### src/rtl/iop_defs_pkg.sv
// Shared IOP definitions: function codes, command orders, the status-word address,
// condition-code constants and the sequencer state encoding.
package iop_defs_pkg;

  localparam logic [0:2] FNC_SIO = 3'd0;
  localparam logic [0:2] FNC_TIO = 3'd1;

  localparam logic [0:3] CMD_ORDER_WRITE   = 4'h1;
  localparam logic [0:3] CMD_ORDER_READ    = 4'h2;
  localparam logic [0:3] CMD_ORDER_CONTROL = 4'h3;
  localparam logic [0:3] CMD_ORDER_SENSE   = 4'h4;

  localparam logic [15:31] IOP_STATUS_ADDR = 17'h00021;

  localparam logic [0:1] CC_NOT_OPERATIONAL = 2'b11;

  typedef enum logic [1:0] {
    IDLE   = 2'd0,
    WAIT   = 2'd1,
    SETTLE = 2'd2,
    DONE   = 2'd3
  } seq_state_t;

  // A status-word write is any byte write landing on the status address.
  function automatic logic is_status_write(input logic [15:31] addr,
                                           input logic [0:3]   wr_en,
                                           input logic [15:31] status_addr);
    return (wr_en != 4'b0000) && (addr == status_addr);
  endfunction

endpackage

### src/rtl/io_instruction_sequencer.sv
// Hands one SIO/TIO from the CPU to the IOP and returns the IOP condition code with an ack.
// Optional watchdog abort in WAIT is enabled by defining IO_TIMEOUT_EN.
module io_instruction_sequencer
  import iop_defs_pkg::*;
#(
`ifdef IO_TIMEOUT_EN
  parameter int             TIMEOUT_CYCLES = 4096,
`endif
  parameter logic [15:31]   STATUS_ADDR    = IOP_STATUS_ADDR
) (
  input  logic          clock,
  input  logic          reset,
  input  logic          cpu_req,
  input  logic [0:2]    cpu_func,
  input  logic [21:31]  cpu_device,
  output logic          cpu_busy,
  output logic          cpu_ack,
  output logic [0:1]    cpu_cc,
  output logic          timeout,
  output logic          iop_active,
  output logic [0:2]    iop_func,
  output logic [21:31]  iop_device,
  input  logic [0:1]    iop_cc,
  input  logic [15:31]  iop_mem_addr,
  input  logic [0:3]    iop_wr_en
);

  seq_state_t  state;
  seq_state_t  state_next;
  logic        active_next;
  logic        busy_next;
  logic        ack_next;
  logic        timeout_next;
  logic [0:1]  cc_next;
  logic        accept;
  logic        status_seen;
  logic        expired;

  assign status_seen = is_status_write(iop_mem_addr, iop_wr_en, STATUS_ADDR);

`ifdef IO_TIMEOUT_EN
  logic [12:0] wdog;
  logic [12:0] wdog_next;

  assign expired = (wdog == 13'(TIMEOUT_CYCLES - 1));

  // Watchdog counts completed WAIT cycles; cleared when an operation is accepted.
  always_ff @(posedge clock or posedge reset) begin
    if (reset) begin
      wdog <= 13'd0;
    end else begin
      wdog <= wdog_next;
    end
  end

  always_comb begin
    wdog_next = wdog;
    if (accept) begin
      wdog_next = 13'd0;
    end else if (state == WAIT) begin
      wdog_next = wdog + 13'd1;
    end else begin
      wdog_next = wdog;
    end
  end
`else
  assign expired = 1'b0;
`endif

  // Next-state and next-output decode.
  always_comb begin
    state_next   = state;
    active_next  = iop_active;
    ack_next     = 1'b0;
    timeout_next = 1'b0;
    cc_next      = cpu_cc;
    accept       = 1'b0;
    case (state)
      IDLE: begin
        if (cpu_req) begin
          state_next  = WAIT;
          active_next = 1'b1;
          accept      = 1'b1;
        end else begin
          active_next = 1'b0;
        end
      end
      WAIT: begin
        // A status write on the expiry cycle is a normal completion.
        if (status_seen) begin
          state_next = SETTLE;
        end else if (expired) begin
          state_next   = DONE;
          active_next  = 1'b0;
          ack_next     = 1'b1;
          timeout_next = 1'b1;
          cc_next      = CC_NOT_OPERATIONAL;
        end else begin
          state_next = WAIT;
        end
      end
      SETTLE: begin
        state_next  = DONE;
        active_next = 1'b0;
        ack_next    = 1'b1;
        cc_next     = iop_cc;
      end
      DONE: begin
        state_next  = IDLE;
        active_next = 1'b0;
      end
      default: begin
        state_next  = IDLE;
        active_next = 1'b0;
      end
    endcase
    busy_next = (state_next != IDLE);
  end

  // State and all outputs are registered.
  always_ff @(posedge clock or posedge reset) begin
    if (reset) begin
      state      <= IDLE;
      iop_active <= 1'b0;
      cpu_busy   <= 1'b0;
      cpu_ack    <= 1'b0;
      timeout    <= 1'b0;
      cpu_cc     <= 2'b00;
      iop_func   <= 3'd0;
      iop_device <= 11'd0;
    end else begin
      state      <= state_next;
      iop_active <= active_next;
      cpu_busy   <= busy_next;
      cpu_ack    <= ack_next;
      timeout    <= timeout_next;
      cpu_cc     <= cc_next;
      if (accept) begin
        iop_func   <= cpu_func;
        iop_device <= cpu_device;
      end else begin
        iop_func   <= iop_func;
        iop_device <= iop_device;
      end
    end
  end

endmodule
### config.mk
export PLATFORM = sky130hd
export DESIGN_NAME = io_instruction_sequencer
export DESIGN_NICKNAME = d
export VERILOG_FILES = /design/src/rtl/iop_defs_pkg.sv /design/src/rtl/io_instruction_sequencer.sv
export SDC_FILE = /design/constraint.sdc
export NUM_CORES = 1
export LEC_CHECK = 0
export BUFFER_PORTS_ARGS = -buffer_cell sky130_fd_sc_hd__buf_2
export CORE_UTILIZATION = 39
export CTS_CLUSTER_DIAMETER = 200
export CTS_CLUSTER_SIZE = 16
export DETAILED_ROUTE_END_ITERATION = 10
export PLACE_DENSITY = 0.77
export SLEW_MARGIN = 5
export SYNTH_ARGS = -nofsm -noshare
export SYNTH_HDL_FRONTEND = slang
export SYNTH_SLANG_ARGS = --single-unit
### constraint.sdc
create_clock -name clock -period 1.66 [get_ports clock]
set_input_delay 0.332 -clock clock [delete_from_list [all_inputs] [get_ports clock]]
set_output_delay 0.332 -clock clock [all_outputs]
set_load 0.01 [all_outputs]
==> results.py, run 1 <==
metrics = {
    "placement": {
        "dp_hpwl_um": 1410,
        "dpl_cell_area_mm2": 0.00119,
        "gp_congestion": 0.716,
        "place_inst": 144,
        "port_buffers": 58,
    },
    "floorplanning": {
        "die_x_um": 48.9,
        "boundaryPins": 60,
        "coreArea_mm2": 0.00202,
        "std_cell_rows": 16,
        "design.die.area_mm2": 0.00239,
        "die_h_um": 48.9,
        "start_util": 0.425,
    },
    "routing": {
        "ant_nets": 0,
        "via_per_inst": 4.82,
        "wire_per_inst_um": 11.4,
        "drtIter0Drc": 3,
        "vias": 713,
        "drt_wl_total_um": 1680,
        "firstDrtPassIters": 2,
        "drcViolationCount": 0,
    },
    "final_layout": {
        "stdcell_count": 148,
        "final_common_cell": "buf_2",
        "stdcell_area_mm2": 0.00121,
        "seq_area_um2": 526,
        "nNetsFinal": 162,
        "area_growth_syn_to_layout_pct": 41.4,
        "final_cell_mix": "58 x buf_2, 21 x dfrtp_1, 16 x mux2_2, 3 x clkbuf_4, 3 x buf_4",
        "multi_input_area_um2": 307,
        "fillers": 176,
        "drive_gt1_frac": 0.678,
        "insertedDiodeCount": 0,
    },
    "clocking": {
        "cts_sinks": 21,
        "clock_latency_ns": 0.30,
        "cts_made_buffers": 3,
        "clockBufferDepth": 2,
        "cts_setup_buffers": 0,
        "cts_tree": "built",
        "cts_resized": 0,
        "cts_hold_buf": 0,
        "root_buffer": "clkbuf_4",
        "cts.clk_slew.worst_paths_ns": 0.12,
        "cts_max_level": 1,
    },
    "pwr": {
        "sw_frac_of_total": 0.260,
        "p_per_area_mw_per_mm2": 885,
        "p_int_uw": 795,
        "power_switching_uw": 279,
        "leakage_nw": 0.634,
        "total_power_mw": 1.07,
        "power_frac_clock": 0.223,
        "ir_worst_vdd_mv": 0.409,
        "seqPwrFrac": 0.566,
        "p_comb_frac": 0.212,
    },
    "grt": {
        "grt_pass1_wl_um": 3040,
        "grt_usage": 0.166,
        "grt_pass1_vias": 718,
        "antenna_found_initial": 0,
        "grt_max_degree": 22,
        "overflow": 0,
    },
    "critical_path": {
        "reg2reg_depth": 3,
        "rrSetupSlack_ns": 0.26,
        "r2r-end": "iop_device[29]",
        "r2r_start": "state[0]",
        "cp.arrival_ns": 1.59,
        "critPathLaunchType": "flip-flop",
        "setup.worst_path.end_class": "flip-flop",
        "crit_type": "reg2reg",
        "crit_fanout": 10,
        "critPathLaunch": "state[0]",
        "required_ns": 1.85,
        "critPathCapture": "iop_device[29]",
    },
    "sta": {
        "timing.setup.tns_ns": 0,
        "hold_viol": 0,
        "min_period_ns": 1.40,
        "setup_violations": 0,
        "rsz0062_at_grt": "false",
        "fin_worst_skew_ns": 0.00584,
        "period_share": 0.846,
        "slew_viol_final": 0,
        "max_freq_ghz": 0.712,
    },
    "synth": {
        "synth-seq-area-share": 0.612,
        "synth-seq-cells": 21,
        "synth_area_um2": 858,
        "synth_cells": 58,
        "syn-mean-instance-area_um2": 14.8,
        "ys_types": 20,
        "yosys_warnings": 0,
        "syn_nets": 98,
    },
    "hold_path": {
        "hp-class": "in2async",
    },
    "run": {
        "maxCapViolCount": 0,
    },
    "status": {
        "status": "complete, no violations",
    },
}
==> per-layer routing <==
layer | wire [µm] | vias to the layer above | global-route usage
met2 | 874 | 42 | 0.303
li1 | - | 334 | -
met4 | 10 | 0 | 0.0735
met5 | 0 | - | 0
met3 | 166 | 2 | 0.0405
met1 | 628 | 335 | 0.181
==> metrics by stage <==
step / utilization / worst slack [ns] / hold WS (ns)
finish: 0.600 / 0.256 / 0.0350
global route: 0.600 / 0.154 / 0.0432
CTS: 0.600 / 0.247 / 0.0332
detailed placement: 0.587 / 0.228 / 0.372
global placement: 0.587 / 0.239 / 0.364
floorplan: - / 0.283 / 0.309
==> power by group through the flow <==
stage	combinational [mW]	sequential, mW	clock, mW
6_report	0.227	0.608	0.239
5_1_grt	0.250	0.618	0.274
4_1_cts	0.232	0.609	0.253
3_5_place_dp	0.232	0.619	0
3_3_place_gp	0.223	0.617	0
2_1_floorplan	0.0718	0.653	0
==> worst min-delay path by stage <==
stage | start | endpoint | slack (ns) | depth (start not counted)
floorplan | reset | cpu_ack | 0.31 | 1
global placement | reset | iop_func[2] | 0.36 | 3
detailed placement | reset | iop_func[2] | 0.37 | 3
CTS | reset | iop_func[2] | 0.03 | 3
global route | reset | iop_device[21] | 0.04 | 3
finish | reset | iop_device[21] | 0.03 | 3
==> worst max-delay path: stages, from the launching register on <==
cell	delay, ns
dfrtp_1	0.48
nor3b_4	0.25
buf_4	0.22
mux2_2	0.34
==> synth_stat cells <==
cell type   n  area share
a21oi_1     1      0.0058
nor3_1      2       0.012
or2b_1      1      0.0087
conb_1      1      0.0044
nor2b_1     1      0.0073
nand3b_1    1      0.0087
nand4_1     1      0.0073
o41a_1      1       0.013
mux2_2     16        0.21
nor3b_4     1       0.022
o31ai_1     1      0.0087
nor4b_1     1       0.010
buf_6       1       0.013
or4_1       1      0.0087
inv_1       2      0.0087
mux2i_1     1       0.012
dfrtp_1    21        0.61
nor4_1      2       0.015
nor2_1      1      0.0044
buf_4       1      0.0087
==> registers in the layout, summed over array words and instances, names as in the netlist <==
signal,count
iop_device,11
iop_func,3
cpu_cc,2
state,2
cpu_ack,1
cpu_busy,1
iop_active,1
==> cells by family after synthesis <==
family          Yosys count  synth area share
other cells               1           0.00437
flops                    21             0.612
buf+inv                   4            0.0306
mux                      17             0.222
compound gates            3            0.0277
simple gates             12             0.104
==> final cells by class <==
type,instances,share of cell area
Sequential cell,21,0.433
Timing Repair Buffer,61,0.258
Multi-Input combinational cell,33,0.253
Tap cell,27,0.0278
Clock buffer,3,0.0186
Inverter,2,0.00619
Clock inverter,1,0.00412
(Power assumes the default switching activity.)
==> inputs of run 2 (changes only) <==
==> constraint.sdc (replaced) <==
create_clock -name clock -period 1.46 [get_ports clock]
set_input_delay 0.292 -clock clock [delete_from_list [all_inputs] [get_ports clock]]
set_output_delay 0.292 -clock clock [all_outputs]
set_load 0.01 [all_outputs]
==> run 2 against run 1 <==
Net effect:
- utilization rose by 2.1 points
- sequential cell count stayed put
- hold slack improved by 0.18 ns
- cell area up 3.5%
- clock power grew 14%
- wire length up 5.7%
- total power rose by 14%
- sequential share of layout area down 1.4 points
- clock-buffer cell count unchanged
- setup slack got worse by 0.19 ns
- critical endpoint is now iop_device[31]
==> results.py, run 2 (synthesis results as in run 1) <==
metrics = {
    "critical_path": {
        "crit_type": "reg2reg",
        "setup.worst_path.end_class": "flip-flop",
        "critPathLaunchType": "flip-flop",
        "crit_fanout": 10,
        "required_ns": 1.66,
        "cp.arrival_ns": 1.59,
    },
    "placement": {
        "dpl_cell_area_mm2": 0.00121,
        "gp_congestion": 0.731,
        "dp_hpwl_um": 1430,
        "place_inst": 146,
        "port_buffers": 58,
        "dp_slack_ns": 0.0844,
    },
    "final_layout": {
        "final_common_cell": "buf_2",
        "insertedDiodeCount": 0,
        "fin_util": 0.621,
        "area_growth_syn_to_layout_pct": 46.4,
        "largest_reg_flops": 11,
        "stdcell_area_mm2": 0.00126,
        "fillers": 180,
        "nNetsFinal": 165,
        "regMostFlops": "iop_device",
        "stdcell_count": 151,
        "drive_gt1_frac": 0.685,
        "reg_top3": "iop_device: 11 flops, iop_func: 3 flops",
        "final_cell_mix": "58 x buf_2, 20 x dfrtp_1, 16 x mux2_2, 3 x clkbuf_4, 3 x buf_4",
    },
    "grt": {
        "antenna_found_initial": 0,
        "grt_usage": 0.176,
        "grt_pass1_vias": 744,
        "grt_pass1_wl_um": 3110,
        "overflow": 0,
        "grt_max_degree": 22,
    },
    "routing": {
        "vias": 715,
        "wire_per_inst_um": 11.8,
        "firstDrtPassIters": 5,
        "via_per_inst": 4.74,
        "drt_wl_total_um": 1780,
        "drtIter0Drc": 2,
        "drcViolationCount": 0,
        "ant_nets": 0,
    },
    "sta": {
        "setup_violations": 0,
        "period_share": 0.957,
        "whs_ns": 0.216,
        "max_freq_ghz": 0.716,
        "timing.setup.tns_ns": 0,
        "fin_worst_skew_ns": 0.000609,
        "min_period_ns": 1.40,
        "rsz0062_at_grt": "false",
        "worst_slack_ns": 0.0630,
        "slew_viol_final": 0,
        "hold_viol": 0,
    },
    "pwr": {
        "leakage_nw": 0.649,
        "ir_worst_vdd_mv": 0.592,
        "total_power_mw": 1.23,
        "p_per_area_mw_per_mm2": 975,
    },
    "floorplanning": {
        "coreArea_mm2": 0.00202,
        "die_h_um": 48.9,
        "die_x_um": 48.9,
        "design.die.area_mm2": 0.00239,
        "std_cell_rows": 16,
        "boundaryPins": 60,
        "start_util": 0.425,
    },
    "clocking": {
        "clockBufferDepth": 2,
        "cts_tree": "built",
        "cts_max_level": 1,
        "clock_latency_ns": 0.30,
        "cts_made_buffers": 3,
        "cts_sinks": 21,
        "cts_setup_buffers": 0,
        "cts.clk_slew.worst_paths_ns": 0.11,
        "root_buffer": "clkbuf_4",
    },
    "hold_path": {
        "hp-class": "in2reg",
    },
    "status": {
        "status": "complete, no violations",
    },
    "run": {
        "maxCapViolCount": 0,
    },
}
run 2: cell count changes in the layout (fill, tap and decap cells not counted):
cell,previous run,this run
dfrtp_1,21,20
buf_6,0,1
buf_12,0,1
dfrtp_2,0,1
dlygate4sd3_1,0,1
run 2: final cells by class:
cell class	instances	area, µm²	share of cell area
Clock buffer	3	22.5	0.0179
Clock inverter	1	5.00	0.00398
Sequential cell	21	527	0.419
Timing Repair Buffer	64	354	0.282
Inverter	2	7.51	0.00598
Tap cell	27	33.8	0.0269
Multi-Input combinational cell	33	307	0.244
run 2: path summary, 6_finish.rpt:
| kind | from | to | slack, ns | cells after the start |
|---|---|---|---|---|
| hold / removal | cpu_device[29] | iop_device[29] | 0.22 | 2 |
| setup / recovery | state[1] | iop_device[31] | 0.06 | 3 |
| max in group asynchronous | reset | state[1] | 0.68 | 4 |
| setup reg to reg | state[1] | iop_device[31] | 0.06 | 3 |
| hold reg to reg | iop_func[0] | iop_func[0] | 0.51 | 1 |
| min in group asynchronous | reset | iop_device[28] | 0.56 | 4 |
run 2: repair_timing:
| item | 4_1_cts | 5_1_grt |
|---|---|---|
| endpoints found under the setup margin | 0 | 1 |
| hold buffers | 1 | 0 |
| endpoints found under the hold margin | 21 | 0 |
| resized for setup | 0 | 2 |
run 2: worst max-delay path: stages, from the launching register on:
cell	delay (ns)
dfrtp_2	0.47
nor3b_4	0.32
buf_12	0.17
mux2_2	0.33
run 2: power by group:
part | switching [mW] | total, mW | internal, mW
Clock | 0.171 | 0.273 | 0.102
Sequential | 0.0324 | 0.690 | 0.657
Combinational | 0.116 | 0.263 | 0.147
run 2: layer usage:
metal | vias up | GRT usage | part of all wire
met3 | 4 | 0.0280 | 0.083
li1 | 339 | - | -
met1 | 328 | 0.178 | 0.36
met5 | - | 0 | 0
met2 | 44 | 0.336 | 0.53
met4 | 0 | 0.103 | 0.019
